--- config.mk ---
export PLATFORM = sky130hd
export DESIGN_NAME = shifter_pipe
export DESIGN_NICKNAME = d
export VERILOG_FILES = /design/src/rtl/shifter_pkg.sv /design/src/rtl/shifter_level.sv /design/src/rtl/shifter_pipe.sv
export SDC_FILE = /design/constraint.sdc
export NUM_CORES = 1
export LEC_CHECK = 0
export BUFFER_PORTS_ARGS = -buffer_cell sky130_fd_sc_hd__clkbuf_2
export CAP_MARGIN = 15
export CORE_ASPECT_RATIO = 1.1
export CORE_UTILIZATION = 30
export DETAILED_ROUTE_END_ITERATION = 8
export GPL_TIMING_DRIVEN = 0
export PLACE_DENSITY_LB_ADDON = 0.05
export SETUP_SLACK_MARGIN = 0.5
export SKIP_CTS_REPAIR_TIMING = 1
export SLEW_MARGIN = 20
export SYNTH_ARGS = -nofsm -noshare
export SYNTH_HDL_FRONTEND = slang
export SYNTH_HIERARCHICAL = 1
export SYNTH_SLANG_ARGS = --single-unit
export TNS_END_PERCENT = 50
--- constraint.sdc ---
create_clock -name clk -period 3.2 [get_ports clk]
set_clock_uncertainty 0.1 [all_clocks]
set_input_delay 0.16 -clock clk [delete_from_list [all_inputs] [get_ports clk]]
set_output_delay 0.16 -clock clk [all_outputs]
set_load 0.02 [all_outputs]
--- src/rtl/shifter_pkg.sv ---
// Shared mode encodings for the pipelined barrel shifter.
// Codes 000-010 keep the legacy 2-bit shift encoding.
package shifter_pkg;

   typedef logic [2:0] shift_mode_t;

   localparam shift_mode_t MODE_SLL  = 3'b000;
   localparam shift_mode_t MODE_SRA  = 3'b001;
   localparam shift_mode_t MODE_ROR  = 3'b010;
   localparam shift_mode_t MODE_PASS = 3'b011;
   localparam shift_mode_t MODE_SRL  = 3'b100;
   localparam shift_mode_t MODE_ROL  = 3'b101;

endpackage

--- src/rtl/shifter_level.sv ---
// One log level of the barrel shifter: shifts or rotates by DIST
// when enabled, otherwise passes the operand through.
module shifter_level
   import shifter_pkg::*;
#(
   parameter int WIDTH = 16,
   parameter int DIST  = 1
) (
   input  logic [WIDTH-1:0] data,
   input  logic             enable,
   input  shift_mode_t      mode,
   output logic [WIDTH-1:0] result
);

   logic [WIDTH-1:0] moved;

   always_comb begin
      moved = data;
      case (mode)
         MODE_SLL: moved = {data[WIDTH-DIST-1:0], {DIST{1'b0}}};
         MODE_SRL: moved = {{DIST{1'b0}}, data[WIDTH-1:DIST]};
         MODE_SRA: moved = {{DIST{data[WIDTH-1]}}, data[WIDTH-1:DIST]};
         MODE_ROR: moved = {data[DIST-1:0], data[WIDTH-1:DIST]};
         MODE_ROL: moved = {data[WIDTH-DIST-1:0], data[WIDTH-1:WIDTH-DIST]};
         default:  moved = data;
      endcase
   end

   assign result = enable ? moved : data;

endmodule

--- src/rtl/shifter_pipe.sv ---
// Two-stage pipelined barrel shifter with valid/ready handshake.
// Define SHIFTER_FLAGS_EN to build the carry and zero flag logic.
module shifter_pipe
   import shifter_pkg::*;
#(
   parameter int WIDTH   = 16,
   parameter int TAG_W   = 4,
   parameter int SHAMT_W = $clog2(WIDTH)
) (
   input  logic               clk,
   input  logic               rst_n,
   input  logic               in_valid,
   output logic               in_ready,
   input  logic [WIDTH-1:0]   in_data,
   input  logic [SHAMT_W-1:0] in_shamt,
   input  logic [2:0]         in_mode,
   input  logic [TAG_W-1:0]   in_tag,
   output logic               out_valid,
   input  logic               out_ready,
   output logic [WIDTH-1:0]   out_data,
   output logic [TAG_W-1:0]   out_tag,
   output logic               out_carry,
   output logic               out_zero
);

   localparam int L = (SHAMT_W + 1) / 2;
   localparam int H = SHAMT_W - L;

   logic               a_valid;
   logic               b_valid;
   logic               a_adv;
   logic               b_adv;
   logic               in_fire;
   logic               b_load;
   logic [WIDTH-1:0]   a_data;
   logic [WIDTH-1:0]   b_data;
   logic [H-1:0]       a_shamt;
   shift_mode_t        a_mode;
   logic [TAG_W-1:0]   a_tag;
   logic [TAG_W-1:0]   b_tag;
   logic [L:0][WIDTH-1:0] a_chain;
   logic [H:0][WIDTH-1:0] b_chain;

   assign b_adv    = !b_valid || out_ready;
   assign a_adv    = !a_valid || b_adv;
   assign in_ready = a_adv;
   assign in_fire  = in_valid && a_adv;
   assign b_load   = b_adv && a_valid;

   assign a_chain[0] = in_data;
   assign b_chain[0] = a_data;

   for (genvar i = 0; i < L; i++) begin : g_lvl_a
      shifter_level #(
         .WIDTH (WIDTH),
         .DIST  (1 << i)
      ) u_lvl (
         .data   (a_chain[i]),
         .enable (in_shamt[i]),
         .mode   (in_mode),
         .result (a_chain[i+1])
      );
   end

   for (genvar j = 0; j < H; j++) begin : g_lvl_b
      shifter_level #(
         .WIDTH (WIDTH),
         .DIST  (1 << (j + L))
      ) u_lvl (
         .data   (b_chain[j]),
         .enable (a_shamt[j]),
         .mode   (a_mode),
         .result (b_chain[j+1])
      );
   end

   always_ff @(posedge clk) begin
      if (!rst_n) begin
         a_valid <= 1'b0;
         b_valid <= 1'b0;
         a_data  <= '0;
         a_shamt <= '0;
         a_mode  <= MODE_SLL;
         a_tag   <= '0;
         b_data  <= '0;
         b_tag   <= '0;
      end else begin
         if (a_adv) a_valid <= in_valid;
         if (in_fire) begin
            a_data  <= a_chain[L];
            a_shamt <= in_shamt[SHAMT_W-1:L];
            a_mode  <= in_mode;
            a_tag   <= in_tag;
         end
         if (b_adv) b_valid <= a_valid;
         if (b_load) begin
            b_data <= b_chain[H];
            b_tag  <= a_tag;
         end
      end
   end

   assign out_valid = b_valid;
   assign out_data  = b_data;
   assign out_tag   = b_tag;

`ifdef SHIFTER_FLAGS_EN
   logic [SHAMT_W-1:0] up_idx;
   logic [SHAMT_W-1:0] dn_idx;
   logic               carry_in;
   logic               a_carry;
   logic               b_carry;

   // Carry is the last bit to leave the operand, taken before shifting.
   always_comb begin
      carry_in = 1'b0;
      up_idx   = SHAMT_W'(0) - in_shamt;
      dn_idx   = in_shamt - SHAMT_W'(1);
      if (in_shamt != '0) begin
         case (in_mode)
            MODE_SLL, MODE_ROL:           carry_in = in_data[up_idx];
            MODE_SRL, MODE_SRA, MODE_ROR: carry_in = in_data[dn_idx];
            default:                      carry_in = 1'b0;
         endcase
      end
   end

   always_ff @(posedge clk) begin
      if (!rst_n) begin
         a_carry <= 1'b0;
         b_carry <= 1'b0;
      end else begin
         if (in_fire) a_carry <= carry_in;
         if (b_load)  b_carry <= a_carry;
      end
   end

   assign out_carry = b_carry;
   assign out_zero  = b_valid && (b_data == '0);
`else
   assign out_carry = 1'b0;
   assign out_zero  = 1'b0;
`endif

endmodule

; Yosys cells after proc, flatten, opt, wreduce, memory -nomap -nowiden
; Cells that the tools add are included.
[word_totals]
input_bits = 31
n_memories = 0
ramBits = 0
reg_bits = 47
romBits = 0
latchBits = 0
[classes]
eq_ne = 8
bitwise = 0
n_mux = 8
n_mul = 0
div = 0
add_sub_neg = 0
n_shift = 0
reduce_logical = 9
magnitude_cmp = 0
[ops]
columns = operator, count
row1 = $pmux 16 s5, 3
row2 = $mux 16, 4
row3 = $pmux 16 s4, 1
row4 = $eq 3x3->1 const B, 4
row5 = $eq 3x1->1 const B, 2
row6 = $eq 3x2->1 const B, 2
row7 = $logic_not 3->1, 2
row8 = $logic_and 1x1->1, 2
row9 = $logic_not 1->1, 2
row10 = $logic_or 1x1->1, 2
row11 = $reduce_or 2->1, 1

; Depth between registers and ports, before layout
[logic_depth]
ltp_word = 5
mapped_depth = 11
depth_no_buf = 8

; Cells and area by module
; Netlist, hierarchy kept.
[modules_own_cells]
columns = module, cells_each, seq_area_each_um2, area_per_inst_um2, n_inst
row1 = shifter_pipe, 212, 940.9, 1923.1, 1
row2 = shifter_level at g_lvl_a[0].u_lvl, 130, 0.0, 867.1, 1
row3 = shifter_level at g_lvl_a[1].u_lvl, 126, 0.0, 833.3, 1
row4 = shifter_level at g_lvl_b[0].u_lvl, 80, 0.0, 494.2, 1
row5 = shifter_level at g_lvl_b[1].u_lvl, 55, 0.0, 415.4, 1

; Worst setup path before layout
; Ideal clock, no wire load.
[synth_timing]
path_kind = in2reg
startpoint = input port in_mode[0]
endpoint = register a_data[3]
setup_slack_ns = 1.031
setup_time_ns = 0.118
path_buffers = 2
arrival_time_ns = 1.951
stages = 10
path_cell_list = buf_6 > buf_6 > or4b_1 > a21boi_1 > a311oi_1 > or4b_1 > a21boi_0 > a311oi_1 > nand2_1 > mux2i_1
[synth_lines]
columns = element, line
row1 = start: declaration, shifter_pipe.sv:16  ; input logic [2:0] in_mode,
row2 = end signal: assignment, shifter_pipe.sv:90  ; a_data <= a_chain[L];
row3 = end: declaration, shifter_pipe.sv:35  ; logic [WIDTH-1:0] a_data;

==> flow_summary_export.csv <==
group,metric,value,unit
synthesis,synth_cell_types,52,
timing,finalHoldViolCount,1,
final_layout,post-route-cell-area,0.00528,mm2
final_layout,diodes,0,
power,p_leak,2.00,nW
timing,setup_viol,0,
synthesis,ys.flop_type,"dfxtp_1",
clock_network,insertion_delay,0.29,ns
synthesis,synth.avg_cell_area,7.52,um2
die,coreArea,0.0146,mm2
clock_network,root_buffer,"clkbuf_16",
critical_path,worstSetupPathType,"in -> reg",
clock_network,ctsHtreeMaxLevel,2,
placement,place_area,0.00503,mm2
timing,tightest_slew,0.879,ns
critical_path,critPathLaunchType,"primary input",
drt,ant_nets,0,
drt,dr.pass1.iters,5,
grt,grt_pass1_vias,4601,
critical_path,max_stage_delay,0.71,ns
grt,grt_start_max_net_pins,16,
critical_path,crit_fanout,10,
die,fp.dieW,119,um
synthesis,synth_edf_count,0,
timing,slew-limit-headroom,41.0,%
status,violations,"hold timing",
grt,grt_usage,19.7,%
grt,antenna_found_initial,0,
status,status,"finished, violations left",
drt,drc,0,
flow_run,maxCapViolCount,0,
synthesis,synthesis.area,0.00453,mm2
die,boundaryPins,55,
power,ir_drop,0.000192,V
grt,overflow,0,
power,power,2.00,mW
timing,period_needed,2.61,ns
final_layout,final_cells,856,
final_layout,drive_above_1_share,17.9,%
placement,place_congestion,0.870,
timing,whs,-0.00892,ns
die,initial_core_util,31.1,%
placement,dp_hpwl,11.8,mm
placement,io_buffers,51,
final_layout,fin_nets,694,
drt,drt_iter0_markers,312,
timing,grt_setup_unrepaired,"true",
die,placementRows,46,
synthesis,yosysSeqAreaShare,20.8,%
clock_network,cts_tree,"built",
critical_path,cpMaxStageDelayCell,"a311oi_1",
synthesis,synthArstFlopShare,0,%
drt,vias,4873,
synthesis,ys_warn_count,6,
placement,post-place-ws,0.132,ns
critical_path,worstPathArrival,2.73,ns
timing,slew_violations,0,
timing,clock.fmax,384,MHz
drt,wl,15.6,mm
final_layout,syn_to_final_growth,16.4,%
grt,grt_pass1_wl,24.7,mm
clock_network,cts_buffers,5,
clock_network,cts.clk_slew.worst_paths,0.07,ns
die,fp.dieH,131,um
die,die_area,0.0156,mm2
critical_path,cpLargestDelayFamily,"compound AO/OA/AOI/OAI gates",
clock_network,cts_sinks,47,
placement,place_inst,847,
critical_path,path_cells,"clkbuf_2 > buf_6 > xor2_2 > buf_4 > nand2_1 > a311oi_1 > or4b_1 > a21boi_1 > a311oi_1 > nand2_1 > mux2i_1",
synthesis,syn-instance-count,603,
power,powerDensity,378,mW/mm2
clock_network,clk_path_buf_depth,2,
drt,viasPerCell,5.69,
synthesis,ys_ff_latch,47,
critical_path,end_kind,"flop",
timing,finalCritPeriodShare,81.4,%
critical_path,cp.required,3.32,ns
timing,tns,0,ns
timing,worst_slack,0.594,ns
critical_path,crit_buf_inv,3,
min_path,holdCritPathClass,"in -> reg",
drt,routedWlPerCell,18.2,um
-- path summary, 6_finish.rpt --
| check | from | slack, ns | cells past startpoint | end |
|---|---|---|---|---|
| max | in_mode[0] | 0.59 | 11 | a_data[7] |
| min | in_shamt[2] | -0.009 | 3 | a_shamt[0] |
| max reg2reg | a_mode[2] | 0.65 | 10 | out_data[13] |
| min reg2reg | a_tag[2] | 0.36 | 2 | a_tag[2] |
-- worst reg2reg max path: stages (launching register included) --
cell and delay [ns]:
dfxtp_2 0.37, buf_2 0.21, o21ai_4 0.24, buf_2 0.27
a21oi_1 0.13, a31oi_2 0.29, and2b_1 0.21, o21bai_2 0.15
a2bb2oi_1 0.23, nand3_1 0.10, a21boi_0 0.17
-- registers in the layout (all words and copies together), names as in the netlist --
| name | flops |
|---|---|
| a_data | 16 |
| a_mode | 3 |
| a_shamt | 2 |
| a_tag | 4 |
| a_valid | 1 |
| out_data | 16 |
| out_tag | 4 |
| out_valid | 1 |
-- cells in the mapped netlist, drive strengths merged, types with 2 or more instances --
| cell | number | area, um2 |
|---|---|---|
| a221o | 9 | 90.1 |
| and3b | 2 | 17.5 |
| a22o | 10 | 87.6 |
| a31oi | 17 | 106 |
| clkbuf | 30 | 115 |
| xnor2 | 3 | 63.8 |
| and2 | 2 | 12.5 |
| nand3 | 28 | 140 |
| mux2i | 25 | 250 |
| xor2 | 3 | 48.8 |
| a32oi | 4 | 35.0 |
| nand2 | 110 | 413 |
| a21oi | 21 | 105 |
| nor2 | 32 | 120 |
| a311oi | 26 | 228 |
| a211oi | 2 | 15.0 |
| a21boi | 50 | 383 |
| o21ai | 39 | 206 |
| a2bb2oi | 7 | 61.3 |
| buf | 36 | 297 |
| o211ai | 8 | 60.1 |
| a32o | 2 | 20.0 |
| nor3b | 2 | 20.0 |
| dfxtp | 47 | 941 |
| nor2b | 18 | 120 |
| inv | 2 | 7.51 |
| or4b | 26 | 260 |
| o21bai | 28 | 210 |
| a22oi | 2 | 15.0 |
-- stage by stage --
stage,hold slack (ns),utilization (%)
finish,-0.00892,36.2
global route,0.0106,36.2
global placement,0.297,34.6
floorplan,0.199,-
CTS,-0.0123,35.8
detailed placement,0.299,34.6
-- per-layer routing --
layer	global-route usage, %	up-vias	part of all wire [%]
met2	36.3	131	49
li1	-	2355	-
met1	24.2	2363	44
met5	0	-	0
met4	6.25	0	2.6
met3	1.87	24	3.9
-- kinds of logic (layout without fill, tap and decap cells) --
| group | after synthesis | count (layout) | share of synthesized area [%] |
|---|---|---|---|
| XOR/XNOR | 6 | 6 | 2.48 |
| other | 1 | 2 | 0.0827 |
| buffers and inverters | 68 | 128 | 9.25 |
| AND/OR/NAND/NOR | 226 | 226 | 25.3 |
| multiplexers | 25 | 25 | 5.52 |
| AO/OA/AOI/OAI | 230 | 230 | 36.7 |
| flip-flops | 47 | 47 | 20.8 |
-- area by class of cell --
cell class	count	area (um2)
fill	1573	9290
multi-input combinational	489	3230
sequential	47	943
buffer	66	413
timing repair buffer	52	265
tap	192	240
clock buffer	6	139
clock inverter	2	38.8
inverter	2	7.51
-- where the power goes --
group | switching, mW | internal (mW)
logic | 0.422 | 0.277
clock network | 0.233 | 0.393
registers | 0.0449 | 0.626
total | 0.699 | 1.30
-- cell usage in the layout, fill, tap and decap left out, types with 8 or more instances in the layout --
master,synthesis,final
a21boi_0,25,25
a21boi_1,23,23
a21oi_1,21,21
a221o_1,9,9
a22o_1,10,10
a311oi_1,26,20
a31oi_1,17,16
buf_2,16,16
buf_6,12,12
clkbuf_1,28,27
clkbuf_2,2,54
dfxtp_1,47,45
mux2i_1,25,25
nand2_1,110,110
nand3_1,28,28
nor2_1,32,32
nor2b_1,17,17
o211ai_1,8,8
o21ai_0,38,38
o21bai_1,28,27
or4b_1,26,26
No activity file was read; power rests on OpenSTA's default activity.
